$ cat config.mk
export PLATFORM = sky130hd
export DESIGN_NAME = fir_cfg_master
export DESIGN_NICKNAME = d
export VERILOG_FILES = /design/src/rtl/fir_cfg_master.sv
export SDC_FILE = /design/constraint.sdc
export NUM_CORES = 1
export LEC_CHECK = 0
export ABC_AREA = 1
export BUFFER_PORTS_ARGS = -buffer_cell sky130_fd_sc_hd__buf_2
export CORE_ASPECT_RATIO = 0.8
export CORE_MARGIN = 2
export CORE_UTILIZATION = 45
export DETAILED_ROUTE_END_ITERATION = 8
export PLACE_DENSITY = 0.7
export SYNTH_ARGS = -nofsm -noshare
export SYNTH_HDL_FRONTEND = slang
export SYNTH_SLANG_ARGS = --single-unit
$ cat constraint.sdc
create_clock -name axis_clk -period 4.35 [get_ports axis_clk]
set_input_delay 0.2175 -clock axis_clk [delete_from_list [all_inputs] [get_ports axis_clk]]
set_output_delay 0.2175 -clock axis_clk [all_outputs]
set_load 0.02 [all_outputs]
$ cat src/rtl/fir_cfg_master.sv
// ----------------------------------------------------------------------------
// fir_cfg_master
//
// AXI4-Lite initiator that programs and launches the FIR accelerator through
// its AXI-Lite slave port. A cfg_start pulse in IDLE starts this sequence:
//   1. write data_length (0x10)
//   2. write every tap coefficient (0x20 + 4*i, i = 0..Tape_Num-1)
//   3. write ap_start (0x00 <= 1)
//   4. poll ap_ctrl (0x00) until ap_done (bit1) is seen, or until pPOLL_MAX
//      reads have been made, whichever comes first
// At the end, done pulses for one cycle. timeout is valid with done.
//
// Ports
//   axis_clk, axis_rst_n      clock, asynchronous active-low reset
//   cfg_start                 one-cycle start request (used only in IDLE)
//   data_len                  data_length value, latched on accepted start
//   coef_idx / coef_data      coefficient lookup. coef_data must be a
//                             combinational function of coef_idx.
//   busy, done, timeout       sequence status. timeout holds until next start.
//   status                    last rdata read from ap_ctrl
//   aw*/w*/ar*/r*             AXI4-Lite master channels (no B channel on the
//                             FIR slave port)
//
// coef_idx runs one beat ahead of the tap being written: when a tap beat
// starts, its wdata register already captures coef_data. This lets the tap
// beats run back-to-back with a registered lookup index. coef_idx saturates
// at Tape_Num-1.
// ----------------------------------------------------------------------------
module fir_cfg_master #(
    parameter int pADDR_WIDTH = 12,
    parameter int pDATA_WIDTH = 32,
    parameter int Tape_Num    = 11,
    parameter int pPOLL_MAX   = 255
) (
    input  logic                   axis_clk,
    input  logic                   axis_rst_n,

    input  logic                   cfg_start,
    input  logic [pDATA_WIDTH-1:0] data_len,
    output logic [7:0]             coef_idx,
    input  logic [pDATA_WIDTH-1:0] coef_data,

    output logic                   busy,
    output logic                   done,
    output logic                   timeout,
    output logic [pDATA_WIDTH-1:0] status,

    output logic                   awvalid,
    output logic [pADDR_WIDTH-1:0] awaddr,
    input  logic                   awready,
    output logic                   wvalid,
    output logic [pDATA_WIDTH-1:0] wdata,
    input  logic                   wready,

    output logic                   arvalid,
    output logic [pADDR_WIDTH-1:0] araddr,
    input  logic                   arready,
    output logic                   rready,
    input  logic                   rvalid,
    input  logic [pDATA_WIDTH-1:0] rdata
);

    localparam int POLL_W = $clog2(pPOLL_MAX + 1);

    localparam logic [pADDR_WIDTH-1:0] ADDR_CTRL = pADDR_WIDTH'(32'h00);
    localparam logic [pADDR_WIDTH-1:0] ADDR_LEN  = pADDR_WIDTH'(32'h10);
    localparam logic [pDATA_WIDTH-1:0] AP_START  = pDATA_WIDTH'(32'h1);
    localparam logic [7:0]             LAST_TAP  = 8'(Tape_Num - 1);
    localparam logic [POLL_W-1:0]      LAST_POLL = POLL_W'(pPOLL_MAX - 1);

    typedef enum logic [2:0] {
        S_IDLE,
        S_WR_LEN,
        S_WR_TAP,
        S_WR_START,
        S_RD,
        S_DONE
    } state_e;

    state_e                   state_q;
    logic                     awvalid_q;
    logic                     wvalid_q;
    logic                     aw_done_q;
    logic                     w_done_q;
    logic [pADDR_WIDTH-1:0]   awaddr_q;
    logic [pDATA_WIDTH-1:0]   wdata_q;
    logic                     arvalid_q;
    logic                     rready_q;
    logic [pDATA_WIDTH-1:0]   status_q;
    logic [7:0]               tap_q;
    logic [7:0]               coef_idx_q;
    logic [POLL_W-1:0]        poll_cnt_q;
    logic                     busy_q;
    logic                     done_q;
    logic                     timeout_q;

    // Handshake terms and next-value helpers
    logic       aw_hs;
    logic       w_hs;
    logic       aw_fin;
    logic       w_fin;
    logic       beat_end;
    logic       ar_hs;
    logic       r_hs;
    logic [7:0] tap_d;
    logic [7:0] coef_idx_d;

    assign aw_hs    = awvalid_q && awready;
    assign w_hs     = wvalid_q && wready;
    // A channel is finished if it completed earlier in this beat or
    // completes now. This covers both channels finishing in the same cycle.
    assign aw_fin   = aw_done_q || aw_hs;
    assign w_fin    = w_done_q || w_hs;
    assign beat_end = aw_fin && w_fin;
    assign ar_hs    = arvalid_q && arready;
    assign r_hs     = rready_q && rvalid;

    assign tap_d      = tap_q + 8'd1;
    assign coef_idx_d = (coef_idx_q == LAST_TAP) ? coef_idx_q : coef_idx_q + 8'd1;

    function automatic logic [pADDR_WIDTH-1:0] tap_addr(input logic [7:0] idx);
        return pADDR_WIDTH'(32'h20 + {22'd0, idx, 2'b00});
    endfunction

    // NOTE: the asynchronous reset clears every valid at once. A reset in the
    // middle of a beat abandons that transaction; it is never resumed.
    always_ff @(posedge axis_clk or negedge axis_rst_n) begin
        if (!axis_rst_n) begin
            state_q    <= S_IDLE;
            awvalid_q  <= 1'b0;
            wvalid_q   <= 1'b0;
            aw_done_q  <= 1'b0;
            w_done_q   <= 1'b0;
            awaddr_q   <= '0;
            wdata_q    <= '0;
            arvalid_q  <= 1'b0;
            rready_q   <= 1'b0;
            status_q   <= '0;
            tap_q      <= '0;
            coef_idx_q <= '0;
            poll_cnt_q <= '0;
            busy_q     <= 1'b0;
            done_q     <= 1'b0;
            timeout_q  <= 1'b0;
        end else begin
            // NOTE: non-blocking assignments throughout. When a later
            // assignment to the same register appears below (for example, a
            // valid re-raised for the next beat), it takes precedence over
            // the earlier drop.
            done_q <= 1'b0;

            case (state_q)
                S_IDLE: begin
                    if (cfg_start) begin
                        state_q    <= S_WR_LEN;
                        busy_q     <= 1'b1;
                        timeout_q  <= 1'b0;
                        tap_q      <= '0;
                        coef_idx_q <= '0;
                        poll_cnt_q <= '0;
                        awvalid_q  <= 1'b1;
                        wvalid_q   <= 1'b1;
                        awaddr_q   <= ADDR_LEN;
                        wdata_q    <= data_len;
                    end
                end

                S_WR_LEN, S_WR_TAP, S_WR_START: begin
                    if (aw_hs) awvalid_q <= 1'b0;
                    if (w_hs)  wvalid_q  <= 1'b0;

                    if (!beat_end) begin
                        aw_done_q <= aw_fin;
                        w_done_q  <= w_fin;
                    end else begin
                        aw_done_q <= 1'b0;
                        w_done_q  <= 1'b0;
                        case (state_q)
                            S_WR_LEN: begin
                                // coef_idx is 0 here, so coef_data is tap 0.
                                state_q    <= S_WR_TAP;
                                awvalid_q  <= 1'b1;
                                wvalid_q   <= 1'b1;
                                awaddr_q   <= tap_addr(tap_q);
                                wdata_q    <= coef_data;
                                coef_idx_q <= coef_idx_d;
                            end
                            S_WR_TAP: begin
                                awvalid_q <= 1'b1;
                                wvalid_q  <= 1'b1;
                                if (tap_q == LAST_TAP) begin
                                    state_q  <= S_WR_START;
                                    awaddr_q <= ADDR_CTRL;
                                    wdata_q  <= AP_START;
                                end else begin
                                    // coef_idx already equals tap_q+1.
                                    tap_q      <= tap_d;
                                    awaddr_q   <= tap_addr(tap_d);
                                    wdata_q    <= coef_data;
                                    coef_idx_q <= coef_idx_d;
                                end
                            end
                            default: begin
                                // S_WR_START finished: issue the first poll.
                                state_q   <= S_RD;
                                arvalid_q <= 1'b1;
                                rready_q  <= 1'b1;
                            end
                        endcase
                    end
                end

                S_RD: begin
                    if (ar_hs) arvalid_q <= 1'b0;

                    if (r_hs) begin
                        rready_q   <= 1'b0;
                        status_q   <= rdata;
                        poll_cnt_q <= poll_cnt_q + POLL_W'(1);
                        if (rdata[1]) begin
                            state_q   <= S_DONE;
                            done_q    <= 1'b1;
                            busy_q    <= 1'b0;
                            timeout_q <= 1'b0;
                        end else if (poll_cnt_q == LAST_POLL) begin
                            state_q   <= S_DONE;
                            done_q    <= 1'b1;
                            busy_q    <= 1'b0;
                            timeout_q <= 1'b1;
                        end
                    end else if (!arvalid_q && !rready_q) begin
                        // The previous read has completed and the one idle
                        // cycle has passed, so start the next poll.
                        arvalid_q <= 1'b1;
                        rready_q  <= 1'b1;
                    end
                end

                S_DONE: begin
                    state_q <= S_IDLE;
                end

                default: begin
                    state_q <= S_IDLE;
                end
            endcase
        end
    end

    assign coef_idx = coef_idx_q;
    assign busy     = busy_q;
    assign done     = done_q;
    assign timeout  = timeout_q;
    assign status   = status_q;
    assign awvalid  = awvalid_q;
    assign awaddr   = awaddr_q;
    assign wvalid   = wvalid_q;
    assign wdata    = wdata_q;
    assign arvalid  = arvalid_q;
    assign rready   = rready_q;
    // Every poll targets ap_ctrl, so the read address is a constant.
    assign araddr   = ADDR_CTRL;

endmodule

==> results of run 1 <==
-- synthesized netlist by cell type, types with 2 or more instances --
| library cell | n | area [um2] |
|---|---|---|
| nor2_2 | 3 | 18.8 |
| o21ai_2 | 5 | 43.8 |
| nor2_1 | 30 | 113 |
| a21oi_1 | 39 | 195 |
| a2bb2oi_1 | 2 | 17.5 |
| nand2_1 | 191 | 717 |
| nand4_1 | 4 | 25.0 |
| o21a_1 | 3 | 22.5 |
| buf_2 | 6 | 30.0 |
| clkbuf_1 | 11 | 41.3 |
| buf_4 | 16 | 120 |
| nand3b_1 | 2 | 15.0 |
| dfrtp_1 | 109 | 2730 |
| nor3_1 | 6 | 30.0 |
| nand3_1 | 58 | 290 |
| xor2_1 | 3 | 26.3 |
| o31ai_1 | 2 | 15.0 |
| nand2_2 | 3 | 18.8 |
| ha_1 | 8 | 100 |
| nand2_8 | 3 | 60.1 |
| inv_1 | 38 | 143 |
| nor2_8 | 2 | 40.0 |
| inv_2 | 6 | 22.5 |
| a2bb2oi_2 | 30 | 450 |
| o22ai_1 | 2 | 12.5 |
| o21ai_0 | 21 | 105 |
| inv_4 | 3 | 18.8 |
| buf_6 | 6 | 67.6 |
| o21ai_1 | 9 | 45.0 |
-- path summary, 6_finish.rpt --
kind	from	end	slack, ns	depth (start not counted)
setup / recovery	tap_q[0]	coef_idx[2]	1.59	10
hold / removal	axis_rst_n	wdata[25]	-0.008	1
setup reg to reg	tap_q[0]	coef_idx[2]	1.59	10
hold reg to reg	busy	busy	0.48	2
max in group asynchronous	axis_rst_n	status[10]	3.33	2
min in group axis_clk	rdata[27]	status[27]	0.05	3
-- power by group through the flow --
stage,logic (mW),clock network (mW),registers [mW]
2_1_floorplan,2.12,0,2.06
3_3_place_gp,3.07,0,1.68
3_5_place_dp,3.16,0,1.70
4_1_cts,3.16,0.871,1.68
5_1_grt,3.42,0.919,1.73
6_report,3.14,0.852,1.68
-- worst max-delay path, cell delays in order (launching register included) --
cell and delay [ns]:
dfrtp_1 0.45, inv_1 0.09, ha_1 0.20, nand3_1 0.08, nor2_1 0.06, nand2_1 0.82, nand2_1 0.35, nor2_8 0.34
nand3_1 0.11, nand2_1 0.08, nor2_1 0.05
-- through the flow --
stage                     hold slack (ns)  utilization (%)  instance area [um2]  setup slack [ns]
final                            -0.00828             56.7                 6940              1.59
after global routing               0.0485             56.7                 6940              1.24
after CTS                          0.0359             56.7                 6940              1.59
after detailed placement            0.419             54.2                 6640              1.60
after global placement              0.407             54.2                 6640              1.71
after floorplan                   -0.0781                -                 5730              2.69
-- area by class of cell --
cell class                 count  area [um2]
timing repair buffer         192         968
fill                        1094        5310
tap                          171         214
sequential                   109        2730
inverter                      47         184
multi-input combinational    453        2540
clock inverter                 7        81.3
clock buffer                   9         225
-- logic make-up after synthesis --
group / count (synthesis)
compound gates: 119
xor+xnor: 3
fa+ha+maj: 8
buf+inv: 87
flops: 109
other cells: 1
simple gates: 308
-- registers in the layout, summed over array words and instances, names as in the netlist --
register	flops
awaddr	9
w_done_q	1
tap_q	8
status	32
aw_done_q	1
wvalid	1
timeout	1
wdata	32
state_q	3
awvalid	1
coef_idx	8
rready	1
done	1
poll_cnt_q	8
busy	1
arvalid	1
-- layer usage --
metal,vias to the layer above,global-route usage [%],part of all wire (%)
met1,2325,28.8,43
met3,24,7.10,8.9
met5,-,0,0
met4,0,6.99,1.7
li1,2428,-,-
met2,215,35.6,46
==> implementation parameters, run 1 <==
Parameter                              Value

Worst setup path
  Highest net fanout along the worst path    33
  Kind of critical path    reg -> reg
  Crit start category    register
  Critical path endpoint category    register
  Endpoint arrival time on the critical path    3.01 ns
  CP required    around 4.6 ns

STA
  Ratio of final minimum period to clock period    63.4%
  Final Hold Fails    11
  Pins over their slew limit    0
  Fmax    363 MHz
  Layout Skew    0.00705 ns
  Post-layout min period    roughly 2.8 ns
  Aggregate negative setup slack    0 ns
  Unrepaired setup endpoints after global routing    no
  Worst hold margin    -0.00828 ns
  Transition at the pin with the smallest max-transition slack    1.13 ns
  Total of endpoints with negative setup slack in the final report    0
  Relative slew margins    around a quarter

Synthesis
  Post-synthesis instance area    5680 um2
  Synthesized-area fraction occupied by ao, oa, aoi and oai cells    approximately 17%
  Warning count from the yosys run    0
  Sequential element share of the synthesized area    48.1%
  Number of synthesized flops with an enable pin    0
  Mux contribution to synthesized area    0%
  Leading register cell type out of synthesis    dfrtp_1
  Count of distinct cell types in the synthesized netlist    43
  Largest family of logic cells by synthesized area    simple AND/OR/NAND/NOR gates
  Parity-gate share of the synthesized area counting xor and xnor cells    0.463%
  Cell count after synthesis    635
  FF+latch count, synth    109
  Average cell area after synthesis    8.94 um2
  Adder-Cell Fraction of Synth Area    1.76%
  Asr flop ratio synth    100%
  Post-synthesis simple-gate area fraction    around a quarter

Run status
  Outcome    finished with violations
  Violated checks    negative hold slack

Floorplanning
  Horizontal extent of the die    between 100 and 150 um
  Count of pins on the block boundary    206
  Core Box Area    12300 um2
  Row count    36
  Initial cell density of the core    46.3%
  Die outline area    13500 um2
  Vert. Die Dim    around 100 um

CTS
  CTS Sinks    approximately 110
  CTS clock-pin slew for the worst setup and hold paths    ~0.07 ns
  Number of buffers inserted during clock tree synthesis    9
  CTS Root Cell    clkbuf_16
  TritonCTS clock tree    done
  Post-CTS sizing    0
  Setup fix buffers added after clock tree synthesis    0
  Maximum buffer depth of the clock tree    2
  Cts hold-fix bufs    0
  Clock insertion delay at the later pin of the skew report    0.35 ns
  H-Tree Depth    3

Drt
  Via Count    around 5000
  Final wirelength    approximately 15000 um
  Via/cell ratio    5.05
  Residual antenna-violating net count after detailed routing    0
  DRC violations left    0
  DRC violation total after the first TritonRoute iteration    302
  Number of search-and-repair iterations in the first detailed-routing pass    5
  Average wire per cell in the routed design    14.9 um

Cells and area
  Fraction of final layout cells with drive strength greater than 1    33.0%
  Most common cell after layout, fill and taps aside    nand2_1
  Antenna diode instance count    0
  Post-layout nets    923
  Leading cell types in the layout, fill and taps excluded    nand2_1, buf_2, dfrtp_1
  Layout Area Growth over Synthesis    22.3%
  Fin cells    ~990

Power and ir drop
  Final Total Pwr    5.67 mW
  Power density over cell area    817 nW/um2
  Relative contribution of combinational cells to total power    between 50 and 60%
  P_int    3.01 mW
  Sequential Power Share    29.6%
  Worst vdd rail ir drop    343 uV
  Leakage power total    roughly 3.6 nW
  Net load switching power    2.66 mW
  Clock network fraction of design power    about 15%
  Switching share of total power    46.9%

Place
  Number of buffer cells added on primary ports    190
  Weighted congestion reported at the end of routability-driven placement    between 0.9 and 1
  Cells after DPL    972
  Placed wire-length estimate    between 10000 and 15000 um

Global route
  Pin count of the biggest net entering global routing    74
  Initial antenna violation count    0
  Global-route wire length before repair    24200 um
  Remaining global-route overflow    0
  Number of global-route vias before repair    ~5100
  Total global-route track usage    between 20 and 25%

Worst hold path
  Type of the tightest min-delay check    in -> async

Run
  Total of max-cap violations    0
No activity file was read; power rests on OpenSTA's default activity.
==> run 2: changes to the inputs <==
- clock period: 4.35 -> 2.85 ns (I/O delays scaled with it)
==> run 2 against run 1 <==
  * The run now ends clean
  * Final cell count grew 3.3%
  * Maximum frequency grew 21%
  * Global-route usage grew 0.76 points
==> implementation parameters, run 2 (synthesis gave the netlist of run 1 again) <==
Parameter                              Value

Run status
  Outcome    completed

Drt
  Final wirelength    15600 um (+5.7%)
  Residual antenna-violating net count after detailed routing    0 (unchanged)
  DRC violations left    0 (unchanged)
  Average wire per cell in the routed design    15.3 um (+2.3%)
  Via/cell ratio    5.14 (+1.7%)
  Number of search-and-repair iterations in the first detailed-routing pass    5 (unchanged)
  Via Count    5245 (+5.1%)
  DRC violation total after the first TritonRoute iteration    396 (+31%)

Worst setup path
  Reg2Reg Capture Point    wdata[31]
  Crit. Startpoint    state_q[0]
  Series of cell instances along the critical path    inv_2 -> nand2_8 -> nand2_8 -> inv_4 -> nand2_4 -> inv_4 -> nor2_8 -> nand2_8 -> inv_4 -> a2bb2oi_1
  Worst setup endpoint    wdata[31]
  Logic depth of the worst register-to-register path    10 (unchanged)
  Number of buffers and inverters on the critical path    4 (+3)
  Maximum cell stage delay along the critical path    0.47 ns (-0.35 ns)
  Critical register-to-register path startpoint    state_q[0]
  CP required    3.12 ns (-1.48 ns)
  Number of cells on the critical path    10 (unchanged)
  Kind of critical path    reg -> reg
  Worst path slowest cell    inv_4
  Worst reg-to-reg setup slack    0.58 ns (-1.02 ns)
  Endpoint arrival time on the critical path    2.54 ns (-0.47 ns)
  Kind of cell with the highest combined delay on the critical path    buffers and inverters
  Highest net fanout along the worst path    45 (+36%)
  Critical path endpoint category    register
  Crit start category    register

STA
  Relative slew margins    41.0% (+17 points)
  Ratio of final minimum period to clock period    79.7% (+16 points)
  Total of endpoints with negative setup slack in the final report    0 (unchanged)
  Transition at the pin with the smallest max-transition slack    0.884 ns (-0.250 ns)
  Layout Skew    0.00663 ns (-0.000413 ns)
  Post-layout min period    2.27 ns (-0.485 ns)
  Worst hold margin    0.00370 ns (+0.0120 ns)
  Pins over their slew limit    0 (unchanged)
  Aggregate negative setup slack    0 ns (unchanged)
  Fmax    440 MHz (+21%)
  Unrepaired setup endpoints after global routing    no
  Setup slack of the critical path after layout    0.578 ns (-1.02 ns)
  Final Hold Fails    0 (-11)

Floorplanning
  Vert. Die Dim    104 um (unchanged)
  Row count    36 (unchanged)
  Horizontal extent of the die    130 um (unchanged)
  Die outline area    13500 um2 (unchanged)
  Core Box Area    12300 um2 (unchanged)
  Initial cell density of the core    46.3% (unchanged)
  Count of pins on the block boundary    206 (unchanged)

Worst hold path
  Type of the tightest min-delay check    in -> reg

Global route
  Number of global-route vias before repair    5139 (+1.6%)
  Global-route wire length before repair    25200 um (+4.0%)
  Total global-route track usage    23.0% (+0.76 points)
  Pin count of the biggest net entering global routing    57 (-23%)
  Remaining global-route overflow    0 (unchanged)
  Initial antenna violation count    0 (unchanged)

Power and ir drop
  Sequential Power Share    29.6% (about the same)
  Clock network fraction of design power    14.4% (-0.6 points)
  Net load switching power    4.05 mW (+52%)
  Relative contribution of combinational cells to total power    55.9% (+0.5 points)
  Leakage power total    3.76 nW (+3.8%)
  Power density over cell area    1200 nW/um2 (+46%)
  Worst vdd rail ir drop    741 uV (+120%)
  P_int    4.64 mW (+54%)
  Switching share of total power    46.6% (-0.26 points)

CTS
  CTS Root Cell    clkbuf_16
  Number of buffers inserted during clock tree synthesis    9 (unchanged)
  Clock insertion delay at the later pin of the skew report    0.35 ns (about the same)
  TritonCTS clock tree    done
  CTS clock-pin slew for the worst setup and hold paths    0.07 ns (about the same)
  H-Tree Depth    3 (unchanged)
  Setup fix buffers added after clock tree synthesis    0 (unchanged)
  Maximum buffer depth of the clock tree    2 (unchanged)
  Post-CTS sizing    0 (unchanged)
  CTS Sinks    109 (unchanged)
  Cts hold-fix bufs    27 (+27)

Place
  Placed wire-length estimate    11100 um (+1.7%)
  Number of buffer cells added on primary ports    190 (unchanged)
  Weighted congestion reported at the end of routability-driven placement    0.910 (-3.6%)
  Placement Setup Slack    0.587 ns (-1.01 ns)

Cells and area
  Most common cell after layout, fill and taps aside    nand2_1
  Fraction of final layout cells with drive strength greater than 1    32.2% (-0.81 points)
  Antenna diode instance count    0 (unchanged)
  Layout Area Growth over Synthesis    28.1%
  Leading cell types in the layout, fill and taps excluded    nand2_1, buf_2, dfrtp_1
  Post-layout nets    956 (+3.6%)

Run
  Total of max-cap violations    0 (unchanged)
-- run 2: changes by cell type in the layout (fill, tap and decap cells not counted) --
cell	change
dlygate4sd3_1	+29
inv_6	-4
buf_4	+3
clkinv_2	+2
buf_12	+1
clkinvlp_4	+1
inv_8	+1
-- run 2: cell type report --
type / instances / area (um2)
clock buffers: 9 / 225
clock inverters: 7 / 75.1
fillers: 1105 / 4980
inverters: 47 / 184
multi-input cells: 453 / 2540
flip-flops and latches: 109 / 2730
well taps: 171 / 214
repair buffers: 225 / 1300
-- run 2: how the worst min path moves through the flow --
| stage | startpoint | end | slack, ns | cells past startpoint |
|---|---|---|---|---|
| floorplan | axis_rst_n | arvalid | -0.15 | 0 |
| global placement | axis_rst_n | wdata[25] | 0.24 | 1 |
| detailed placement | axis_rst_n | wdata[29] | 0.25 | 1 |
| CTS | rdata[7] | status[7] | 0.00008 | 3 |
| global route | rdata[4] | status[4] | 0.03 | 3 |
| finish | rdata[4] | status[4] | 0.004 | 3 |
-- run 2: tightest hold or removal path, stage by stage --
cell     delay [ns]
buf_2          0.08
nand2_1        0.05
nand2_1        0.05
-- run 2: per-layer routing --
layer	share of wire, %	track usage, %
met3	9.1	6.74
met1	42	30.1
met2	48	38.0
met4	0.98	4.92
met5	0	0
-- run 2: stage by stage --
stage	util (%)	power (mW)	cell area (um2)	instances
2_1_floorplan	-	6.39	5730	649
3_3_place_gp	54.5	7.26	6680	976
3_5_place_dp	54.5	7.46	6680	976
4_1_cts	59.2	8.76	7250	1019
5_1_grt	59.3	9.30	7270	1021
6_report	59.3	8.70	7270	1021
-- run 2: power by group through the flow --
stage | registers [mW] | logic, mW | clock network, mW
2_1_floorplan | 3.15 | 3.24 | 0
3_3_place_gp | 2.58 | 4.69 | 0
3_5_place_dp | 2.59 | 4.87 | 0
4_1_cts | 2.58 | 4.89 | 1.29
5_1_grt | 2.64 | 5.30 | 1.36
6_report | 2.58 | 4.86 | 1.26
==> run 3: changes to the inputs <==
- clock period: 2.85 -> 2.1 ns (I/O delays scaled with it)
==> run 3 against run 2 <==
  * First-iteration DRC count down 7.8%
  * Final cell count grew 1.7%
  * Highest routed layer unchanged
  * Core utilization grew 1.1 points
  * Register-to-register slack worse by 0.43 ns
  * Sequential share of layout area is 0.66 points lower
  * Die area did not move
  * Global-route usage increased by 0.44 points
  * Via count is 0.57% higher
  * Largest cell class unchanged
  * Non-clock buffer count up 16
==> implementation parameters, run 3 (synthesis gave the netlist of run 1 again) <==
Parameter                              Value

Place
  Weighted congestion reported at the end of routability-driven placement    0.872 (-4.2%)
  Cells after DPL    983 (+0.72%)
  Number of buffer cells added on primary ports    190 (unchanged)
  Standard cell area after detailed placement    6730 um2 (+0.79%)
  Placed wire-length estimate    11300 um (+2.2%)

Worst setup path
  Crit. Startpoint    state_q[0]
  Kind of critical path    reg -> reg
  Series of cell instances along the critical path    inv_2 -> nand2_8 -> nand2_8 -> inv_4 -> nand2_4 -> inv_4 -> nor2_8 -> nand2_8 -> inv_4 -> a2bb2oi_1
  CP required    2.37 ns (-0.75 ns)
  Highest net fanout along the worst path    32 (-29%)
  Kind of cell with the highest combined delay on the critical path    buffers and inverters
  Endpoint arrival time on the critical path    2.22 ns (-0.32 ns)
  Critical register-to-register path startpoint    state_q[0]
  Crit start category    register
  Maximum cell stage delay along the critical path    0.46 ns (about the same)
  Critical path endpoint category    register
  Worst path slowest cell    dfrtp_1
  Number of buffers and inverters on the critical path    4 (unchanged)

Drt
  Average wire per cell in the routed design    15.3 um (about the same)
  Residual antenna-violating net count after detailed routing    0 (unchanged)
  DRC violations left    0 (unchanged)
  Number of search-and-repair iterations in the first detailed-routing pass    4 (-1)
  Via Count    5275 (+0.57%)
  Via/cell ratio    5.08 (-1.1%)
  Final wirelength    15900 um (+1.8%)
  DRC violation total after the first TritonRoute iteration    365 (-7.8%)

Global route
  Global-route wire length before repair    25500 um (+1.3%)
  Pin count of the biggest net entering global routing    46 (-19%)
  Remaining global-route overflow    0 (unchanged)
  Number of global-route vias before repair    5351 (+4.1%)
  Total global-route track usage    23.5% (+0.44 points)
  Initial antenna violation count    1 (+1)

Floorplanning
  Initial cell density of the core    46.3% (unchanged)
  Die outline area    13500 um2 (unchanged)
  Count of pins on the block boundary    206 (unchanged)
  Vert. Die Dim    104 um (unchanged)
  Row count    36 (unchanged)
  Horizontal extent of the die    130 um (unchanged)
  Core Box Area    12300 um2 (unchanged)

Cells and area
  Area of combinational cells with multiple inputs    2550 um2 (+0.15%)
  Fraction of final layout cells with drive strength greater than 1    33.4% (+1.1 points)
  Fin cells    1038 (+1.7%)
  Leading cell types in the layout, fill and taps excluded    nand2_1, buf_2, dfrtp_1
  Layout Area Growth over Synthesis    30.5%
  FF+latch area    2730 um2 (about the same)
  Post-layout nets    972 (+1.7%)
  Most common cell after layout, fill and taps aside    nand2_1
  Post-route cell area    7410 um2 (+1.9%)
  Number of inserted filler cells in the final layout    1061 (-4.0%)

CTS
  CTS Sinks    109 (unchanged)
  Number of buffers inserted during clock tree synthesis    9 (unchanged)
  CTS clock-pin slew for the worst setup and hold paths    0.08 ns (about the same)
  H-Tree Depth    3 (unchanged)
  TritonCTS clock tree    done
  CTS Root Cell    clkbuf_16
  Clock insertion delay at the later pin of the skew report    0.35 ns (about the same)
  Maximum buffer depth of the clock tree    2 (unchanged)

STA
  Fmax    513 MHz (+17%)
  Final Hold Fails    0 (unchanged)
  Relative slew margins    61.4% (+20 points)
  Ratio of final minimum period to clock period    92.8% (+13 points)
  Pins over their slew limit    0 (unchanged)
  Transition at the pin with the smallest max-transition slack    0.579 ns (-0.305 ns)
  Unrepaired setup endpoints after global routing    no
  Aggregate negative setup slack    0 ns (unchanged)
  Layout Skew    0.00951 ns (+0.00288 ns)
  Post-layout min period    1.95 ns (-0.323 ns)
  Total of endpoints with negative setup slack in the final report    0 (unchanged)

Run status
  Outcome    completed

Worst hold path
  Min-delay src    coef_data[14]
  Type of the tightest min-delay check    in -> reg

Power and ir drop
  Leakage power total    3.84 nW (+2.0%)
  Power density over cell area    1620 nW/um2 (+35%)
  Worst vdd rail ir drop    696 uV (-6.0%)
  Final Total Pwr    12.0 mW (+38%)

Run
  Total of max-cap violations    0 (unchanged)
run 3: cell count changes in the layout (fill, tap and decap cells not counted):
cell / delta
inv_6: +2
a21oi_1: -1
inv_8: -1
dfrtp_2: +2
buf_4: +12
clkinvlp_4: -1
a21oi_2: +1
dfrtp_1: -2
diode_2: +1
dlygate4sd3_1: +4
run 3: worst reg2reg max path, cell delays in order, from the launching register on:
cell,delay [ns]
dfrtp_1,0.46
inv_2,0.17
nand2_8,0.09
nand2_8,0.07
inv_4,0.04
nand2_4,0.06
inv_4,0.05
nor2_8,0.11
nand2_8,0.16
inv_4,0.43
a2bb2oi_1,0.22
run 3: worst paths after layout:
path	to	cells past startpoint	slack, ns
max in group asynchronous	wdata[11]	3	1.07
min in group asynchronous	wdata[25]	2	0.29
hold reg to reg	status[10]	2	0.48
setup reg to reg	wdata[31]	10	0.15
setup / recovery	wdata[31]	10	0.15
hold / removal	wdata[14]	3	0.03
run 3: layout make-up:
| type | instances | area share, % |
|---|---|---|
| multi-input combinational | 453 | 34.4 |
| clock buffer | 9 | 3.04 |
| timing repair buffer | 241 | 19.3 |
| tap | 171 | 2.89 |
| inverter | 47 | 2.48 |
| sequential | 109 | 36.9 |
| antenna | 1 | 0.0338 |
| clock inverter | 7 | 0.997 |
run 3: timing repair:
item,in CTS,in global routing
gates resized for setup,0,3
hold endpoints to repair,74,0
hold buffers,33,0
setup buffers,0,5
endpoints found under the setup margin,0,3
run 3: layer usage:
metal / share of wire (%) / up-vias / global-route usage, %
li1: - / 2523 / -
met1: 43 / 2508 / 30.1
met2: 46 / 219 / 38.3
met3: 9.0 / 25 / 7.25
met4: 1.6 / 0 / 6.84
met5: 0 / - / 0
run 3: stage by stage:
| stage | hold slack (ns) | setup WS, ns | util [%] |
|---|---|---|---|
| floorplan | -0.191 | 0.435 | - |
| global placement | 0.134 | 0.143 | 54.9 |
| detailed placement | 0.147 | 0.134 | 54.9 |
| CTS | 0.0149 | 0.101 | 60.1 |
| global route | 0.0151 | 0.000689 | 60.5 |
| finish | 0.0269 | 0.151 | 60.5 |
run 3: power by group:
| group | internal, mW | switching, mW |
|---|---|---|
| clock network | 0.932 | 0.800 |
| logic | 2.59 | 4.16 |
| registers | 2.92 | 0.583 |
| total | 6.44 | 5.54 |
